==> config.mk <==
export PLATFORM = sky130hd
export DESIGN_NAME = reg_file_sb
export DESIGN_NICKNAME = d
export VERILOG_FILES = /design/src/rtl/reg_file_sb.sv
export SDC_FILE = /design/constraint.sdc
export NUM_CORES = 1
export LEC_CHECK = 0
export CAP_MARGIN = 20
export CELL_PAD_IN_SITES_DETAIL_PLACEMENT = 1
export CELL_PAD_IN_SITES_GLOBAL_PLACEMENT = 2
export CORE_AREA = 4 4 122 124
export DETAILED_ROUTE_END_ITERATION = 8
export DIE_AREA = 0 0 126 128
export PLACE_DENSITY = 0.77
export REMOVE_ABC_BUFFERS = 1
export SKIP_LAST_GASP = 1
export SLEW_MARGIN = 0
export SYNTH_ARGS = -nofsm -noshare
export SYNTH_HDL_FRONTEND = slang
export SYNTH_SLANG_ARGS = --single-unit
==> constraint.sdc <==
create_clock -name CLK -period 1.6 [get_ports CLK]
set_clock_uncertainty 0.15 [all_clocks]
set_input_delay 0.32 -clock CLK [delete_from_list [all_inputs] [get_ports CLK]]
set_output_delay 0.32 -clock CLK [all_outputs]
set_load 0.005 [all_outputs]
==> src/rtl/reg_file_sb.sv <==
// Register file with busy-bit scoreboard: 1 write port, 2 combinational read ports, optional bypass/zero reg.
// Zero-cycle read latency; no backpressure, stalls are signalled to the control unit via BUSY1/BUSY2.
module reg_file_sb #(
  parameter int DATA_WIDTH = 8,
  parameter int ADDR_WIDTH = 3,
  parameter int ZERO_REG   = 0,
  parameter int BYPASS     = 1
) (
  input  logic                  CLK,
  input  logic                  RESET,
  input  logic                  WRITE,
  input  logic [ADDR_WIDTH-1:0] INADDRESS,
  input  logic [DATA_WIDTH-1:0] IN,
  input  logic [ADDR_WIDTH-1:0] OUT1ADDRESS,
  input  logic [ADDR_WIDTH-1:0] OUT2ADDRESS,
  output logic [DATA_WIDTH-1:0] OUT1,
  output logic [DATA_WIDTH-1:0] OUT2,
  input  logic                  RESERVE,
  input  logic [ADDR_WIDTH-1:0] RESADDRESS,
  input  logic                  CLEAR,
  output logic                  BUSY1,
  output logic                  BUSY2
);

  localparam int DEPTH = 1 << ADDR_WIDTH;

  logic [DATA_WIDTH-1:0] regs [DEPTH];
  logic [DEPTH-1:0]      busy;

  logic wr_ok;
  logic rs_ok;
  logic rd1_zero;
  logic rd2_zero;
  logic rd1_byp;
  logic rd2_byp;

  assign wr_ok    = WRITE   && !((ZERO_REG != 0) && (INADDRESS  == '0));
  assign rs_ok    = RESERVE && !((ZERO_REG != 0) && (RESADDRESS == '0));
  assign rd1_zero = (ZERO_REG != 0) && (OUT1ADDRESS == '0);
  assign rd2_zero = (ZERO_REG != 0) && (OUT2ADDRESS == '0);
  assign rd1_byp  = (BYPASS != 0) && WRITE && (INADDRESS == OUT1ADDRESS) && !rd1_zero;
  assign rd2_byp  = (BYPASS != 0) && WRITE && (INADDRESS == OUT2ADDRESS) && !rd2_zero;

  // Reserve is applied after the write so a same-address pair leaves the register busy.
  always_ff @(posedge CLK or negedge RESET) begin
    if (!RESET) begin
      for (int i = 0; i < DEPTH; i++) regs[i] <= '0;
      busy <= '0;
    end else if (CLEAR) begin
      for (int i = 0; i < DEPTH; i++) regs[i] <= '0;
      busy <= '0;
    end else begin
      if (wr_ok) begin
        regs[INADDRESS] <= IN;
        busy[INADDRESS] <= 1'b0;
      end
      if (rs_ok) busy[RESADDRESS] <= 1'b1;
    end
  end

  always_comb begin
    OUT1  = '0;
    BUSY1 = 1'b0;
    if (RESET && !rd1_zero) begin
      if (rd1_byp) begin
        OUT1 = IN;
      end else begin
        OUT1  = regs[OUT1ADDRESS];
        BUSY1 = busy[OUT1ADDRESS];
      end
    end
  end

  always_comb begin
    OUT2  = '0;
    BUSY2 = 1'b0;
    if (RESET && !rd2_zero) begin
      if (rd2_byp) begin
        OUT2 = IN;
      end else begin
        OUT2  = regs[OUT2ADDRESS];
        BUSY2 = busy[OUT2ADDRESS];
      end
    end
  end

endmodule

# Word level (Yosys, flattened, before mapping)
# Cells that the tools add are included.
[word_totals] in_bits=25 elab_cells=64 register_bits=72 output_inout_bits=18
[op_classes] reduce_logical=6 n_bitwise=6 n_mux=31 order_cmp=10 n_eq_ne=2
[op_table] op="$mux W64" count=2
[op_table] op="$mux W8" count=13
[op_table] op="$bwmux W64" count=1
[op_table] op="$bmux W8 S3" count=2
[op_table] op="$demux W8 S3" count=1
[op_table] op="$lt A3 B4 Y1 const B" count=4
[op_table] op="$ge A4 B4 Y1 const B" count=3
[op_table] op="$not A3 Y4" count=3
[op_table] op="$and A8 B8 Y8" count=1
[op_table] op="$mux W1" count=8
[op_table] op="$not A8 Y8" count=1
[op_table] op="$or A8 B8 Y8" count=1
[op_table] op="$bmux W1 S3" count=2
[op_table] op="$demux W1 S3" count=2
[op_table] op="$eq A3 B3 Y1" count=2
[op_table] op="$ge A3 B1 Y1 const B" count=2
[op_table] op="$logic_and A1 B1 Y1" count=5
[op_table] op="$lt A4 B1 Y1 const B" count=1
[op_table] op="$reduce_bool A2 Y1" count=1

# Logic depth before layout (Yosys ltp)
[depth] depth_word=11 mapped_depth=7 mapped_depth_nobuf=4

# Least setup slack after synthesis
# Ideal clock, no wire load.
[synth_path] path_kind="input to output" from="in OUT1ADDRESS[1]" to="out OUT1[2]" path_buffers=2 arrival_ns=1.264 setup_slack_ns=-0.134 t_required_ns=1.130 stages=5 cell_sequence="buf_6 > buf_12 > mux4_2 > a21oi_1 > a21oi_1"
[synth_via] elab_chain_cells=6 elab_cells_between_ends=8 classes_between="eq/ne: 1; mux: 5; bitwise: 1; reduce/logical: 1"
[synth_rtl] element="start, declared" line_no="14" source="input logic [ADDR_WIDTH-1:0] OUT1ADDRESS,"
[synth_rtl] element="$not A3 Y4 (implied by the code)" line_no="68" source="OUT1 = regs[OUT1ADDRESS];"
[synth_rtl] element="$bmux W8 S3" line_no="68"
[synth_rtl] element="$mux W8 (implied by the code) (2 in series)" line_no="68"
[synth_rtl] element="$mux W8 (*)" line_no="65" source="if (rd1_byp) begin"
[synth_rtl] element="$mux W8 (*)" line_no="64" source="if (RESET && !rd1_zero) begin"
[synth_rtl] element="end, declared" line_no="16" source="output logic [DATA_WIDTH-1:0] OUT1,"
# Mark *: on every way between the ends. The rest lies on a longest branch, timed or not. The select of a mux whose other input is x is not followed.

# Final worst setup path
[layout_path] from="reg regs[20] (netlist bit)" to="out OUT2[4]"
[layout_via] elab_chain_cells=5
[layout_rtl] element="start, declared" line_no="27" source="logic [DATA_WIDTH-1:0] regs [DEPTH];"
[layout_rtl] element="start signal, assigned by index" line_no="54" source="regs[INADDRESS] <= IN;"
[layout_rtl] element="$bmux W8 S3" line_no="81" source="OUT2 = regs[OUT2ADDRESS];"
[layout_rtl] element="$mux W8 (implied by the code) (2 in series)" line_no="81"
[layout_rtl] element="$mux W8" line_no="78" source="if (rd2_byp) begin"
[layout_rtl] element="$mux W8" line_no="77" source="if (RESET && !rd2_zero) begin"
[layout_rtl] element="end, declared" line_no="17" source="output logic [DATA_WIDTH-1:0] OUT2,"
# No other way between the ends. The select of a mux whose other input is x is not followed.

==> run_results.csv <==
group,metric,value,unit
floorplan,die_y,128,um
detailed_routing,wl_per_cell,21.7,um
worst_setup_path,cp_cell_sequence,"buf_4 -> mux4_2 -> a21oi_2 -> a21oi_2 -> buf_2",
grt,grt_pass1_vias,4553,
floorplan,row_count,43,
timing,final-setup-viol-count,18,
clock_network,clk_path_buf_depth,2,
clock_network,tritoncts,"done",
worst_setup_path,cp_common_cell,"a21oi_2",
worst_setup_path,critPathMaxFanout,2,
timing,fin_ws,-0.575,ns
detailed_routing,routed_wirelength,17100,um
cells_and_area,n_antenna_cell,0,
yosys,ys_seq_area_share,41.3,%
yosys,yosysWarnings,0,
timing,rsz0062_at_grt,"yes",
power_and_ir_drop,netSwitchingFraction,27.8,%
clock_network,root_buffer,"clkbuf_16",
timing,slew_viol_final,0,
yosys,yosysMostFrequentCell,"nand2_1",
yosys,yosys-top-cells-count,"nand2_1 (135), a21oi_1 (95), dfrtp_1 (72)",
cells_and_area,num-fill-cells,1603,
clock_network,path_clk_slew,0.07,ns
cells_and_area,multiInputGateArea,2630,sq um
cells_and_area,drive_above_1_share,39.8,%
min_path,hold_path_class,"primary input to async pin",
timing,fin_crit,2.18,ns
detailed_routing,drtPass1Iterations,4,
grt,grt_max_degree,40,
floorplan,coreArea,13800,sq um
worst_setup_path,arrival,1.71,ns
clock_network,cts-htree-levels,3,
grt,grt_pass1_wl,26700,um
timing,fin_hold_ws,0.0665,ns
detailed_routing,viasPerCell,5.34,
yosys,yosys.area.top_type_share,41.3,%
worst_setup_path,path_buf_inv,2,
clock_network,clkLatencyLatePin,0.34,ns
detailed_routing,ant_nets,0,
power_and_ir_drop,p_comb_share,18.0,%
cells_and_area,regArea,1800,sq um
yosys,synth_cell_type_count,30,
timing,max_freq,460,MHz
timing,worst_pin_slew,0.330,ns
placed_design,port_buffers,42,
worst_setup_path,worstPathRequired,1.13,ns
yosys,synthArstFlopShare,100,%
worst_setup_path,end_kind,"primary output",
yosys,synth.largest_area_cell,"dfrtp_1",
grt,antenna_found_initial,0,
grt,grt_overflow,0,
yosys,synth-edff-count,0,
grt,grt.total_usage,21.7,%
cells_and_area,fin_util,46.3,%
power_and_ir_drop,p_clk_share,43.2,%
run_status,violations,"setup timing",
yosys,synth.area.top_cells,"dfrtp_1 (41%), nand2_1 (12%), a21oi_1 (11%)",
timing,finalHoldViolCount,0,
timing,period_share,136,%
yosys,synthCells,478,
floorplan,start_util,31.7,%
job,maxCapViolCount,0,
clock_network,cts_buffers,9,
worst_setup_path,critPathMaxStageDelay,0.48,ns
worst_setup_path,cp-start-kind,"flop",
clock_network,clock-sinks,72,
detailed_routing,drc,0,
cells_and_area,nets,630,
detailed_routing,vias,4220,
power_and_ir_drop,pwr_density_cell,766,nW/um^2
worst_setup_path,worstSetupPathType,"flop to primary output",
power_and_ir_drop,leakage,2.65,nW
yosys,syn-cell-area,4360,sq um
power_and_ir_drop,power.internal,3.53,mW
yosys,synth-seq-cells,72,
cells_and_area,syn_to_final_growth,46.4,%
placed_design,gp_congestion,0.854,
floorplan,die_area,16100,sq um
worst_setup_path,cp_top_family,"multiplexers",
worst_setup_path,cp_slowest_cell,"mux4_2",
floorplan,io_pins,43,
run_status,status,"finished, violations left",
power_and_ir_drop,power.share.sequential,38.8,%
detailed_routing,drt_iter0_drc,372,
placed_design,dp_hpwl,11700,um
power_and_ir_drop,ir_worst_vdd,0.492,mV
yosys,syn-mean-instance-area,9.12,sq um
timing,slew-limit-headroom,78.0,%
yosys,synthFlopType,"dfrtp_1",
floorplan,die-width,126,um
power_and_ir_drop,p_sw,1.36,mW
-- path summary, 6_finish.rpt --
| kind | start | cells past startpoint | to | slack, ns |
|---|---|---|---|---|
| max | regs[20] | 5 | OUT2[4] | -0.58 |
| min | RESET | 3 | regs[55] | 0.07 |
| max reg2reg | regs[3] | 4 | regs[3] | 0.54 |
| min reg2reg | regs[50] | 2 | regs[50] | 0.40 |
| max in group asynchronous | RESET | 3 | regs[48] | 0.38 |
| min in group CLK | CLEAR | 2 | regs[20] | 0.18 |
-- per-layer routing --
metal  GRT usage (%)  routed length [um]
met5               0                   0
met4            9.21                 495
met3            2.58                 536
met2            37.5                8830
met1            27.5                7280
-- final cells by class --
cell class / instances / share of cell area [%]
well taps: 180 / 3.53
repair buffers: 154 / 22.3
multi-input cells: 368 / 41.1
flip-flops and latches: 72 / 28.2
clock buffers: 10 / 3.74
clock inverters: 6 / 1.06
-- stage by stage --
stage	worst slack (ns)	total power [mW]	instances	area (sq um)	TNS, ns
after CTS	-0.572	4.86	787	6280	-9.08
after detailed placement	-1.28	2.69	746	5610	-54.63
after global placement	-1.24	2.67	746	5610	-51.69
after global routing	-0.625	5.07	790	6380	-9.93
final	-0.575	4.89	790	6380	-9.18
after floorplan	-0.0282	2.14	440	4140	-0.394
-- worst register-to-register path: stages (launching register included) --
cell     delay [ns]
dfrtp_1        0.41
buf_4          0.15
buf_4          0.12
nand2_1        0.05
a21oi_1        0.06
-- logic make-up after synthesis --
| family | after synthesis | synth area share [%] |
|---|---|---|
| XOR/XNOR | 6 | 1.20 |
| AND/OR/NAND/NOR | 176 | 17.5 |
| buffers and inverters | 38 | 5.08 |
| multiplexers | 54 | 18.9 |
| flip-flops | 72 | 41.3 |
| AO/OA/AOI/OAI | 132 | 16.1 |
-- state kept, by name (all words and copies together) (netlist names) --
register	cells
busy	8
regs	64
-- power groups by stage --
stage / Combinational (mW) / Clock (mW) / Sequential, mW
2_1_floorplan: 0.227 / 0 / 1.91
3_3_place_gp: 0.742 / 0 / 1.92
3_5_place_dp: 0.758 / 0 / 1.93
4_1_cts: 0.841 / 2.13 / 1.89
5_1_grt: 0.941 / 2.23 / 1.90
6_report: 0.880 / 2.11 / 1.90
-- what timing repair did --
item / 4_1_cts / 5_1_grt
cloned: 0 / 1
hold endpoints to repair: 31 / 0
hold buffers: 1 / 0
endpoints found under the setup margin: 86 / 18
pin swaps: 40 / 9
buffers inserted: 24 / 2
gates resized for setup: 180 / 25
-- layout by cell type (no fill, tap or decap), drive strengths merged, types with 2 or more instances in the layout --
cell type and count:
nand2b 5, nor2b 5, mux4 22, xnor2 6, nand3 4, nor3 2, nand2 136, clkdlybuf4s50 12
clkbuf 10, buf 138, nand4 4, a32oi 4, clkinvlp 2, clkdlybuf4s15 2, mux2i 32, a21oi 95
nor2 17, a22oi 3, clkinv 2, or2 2, o22ai 14, dfrtp 72, o21ai 16
(Power assumes the default switching activity.)
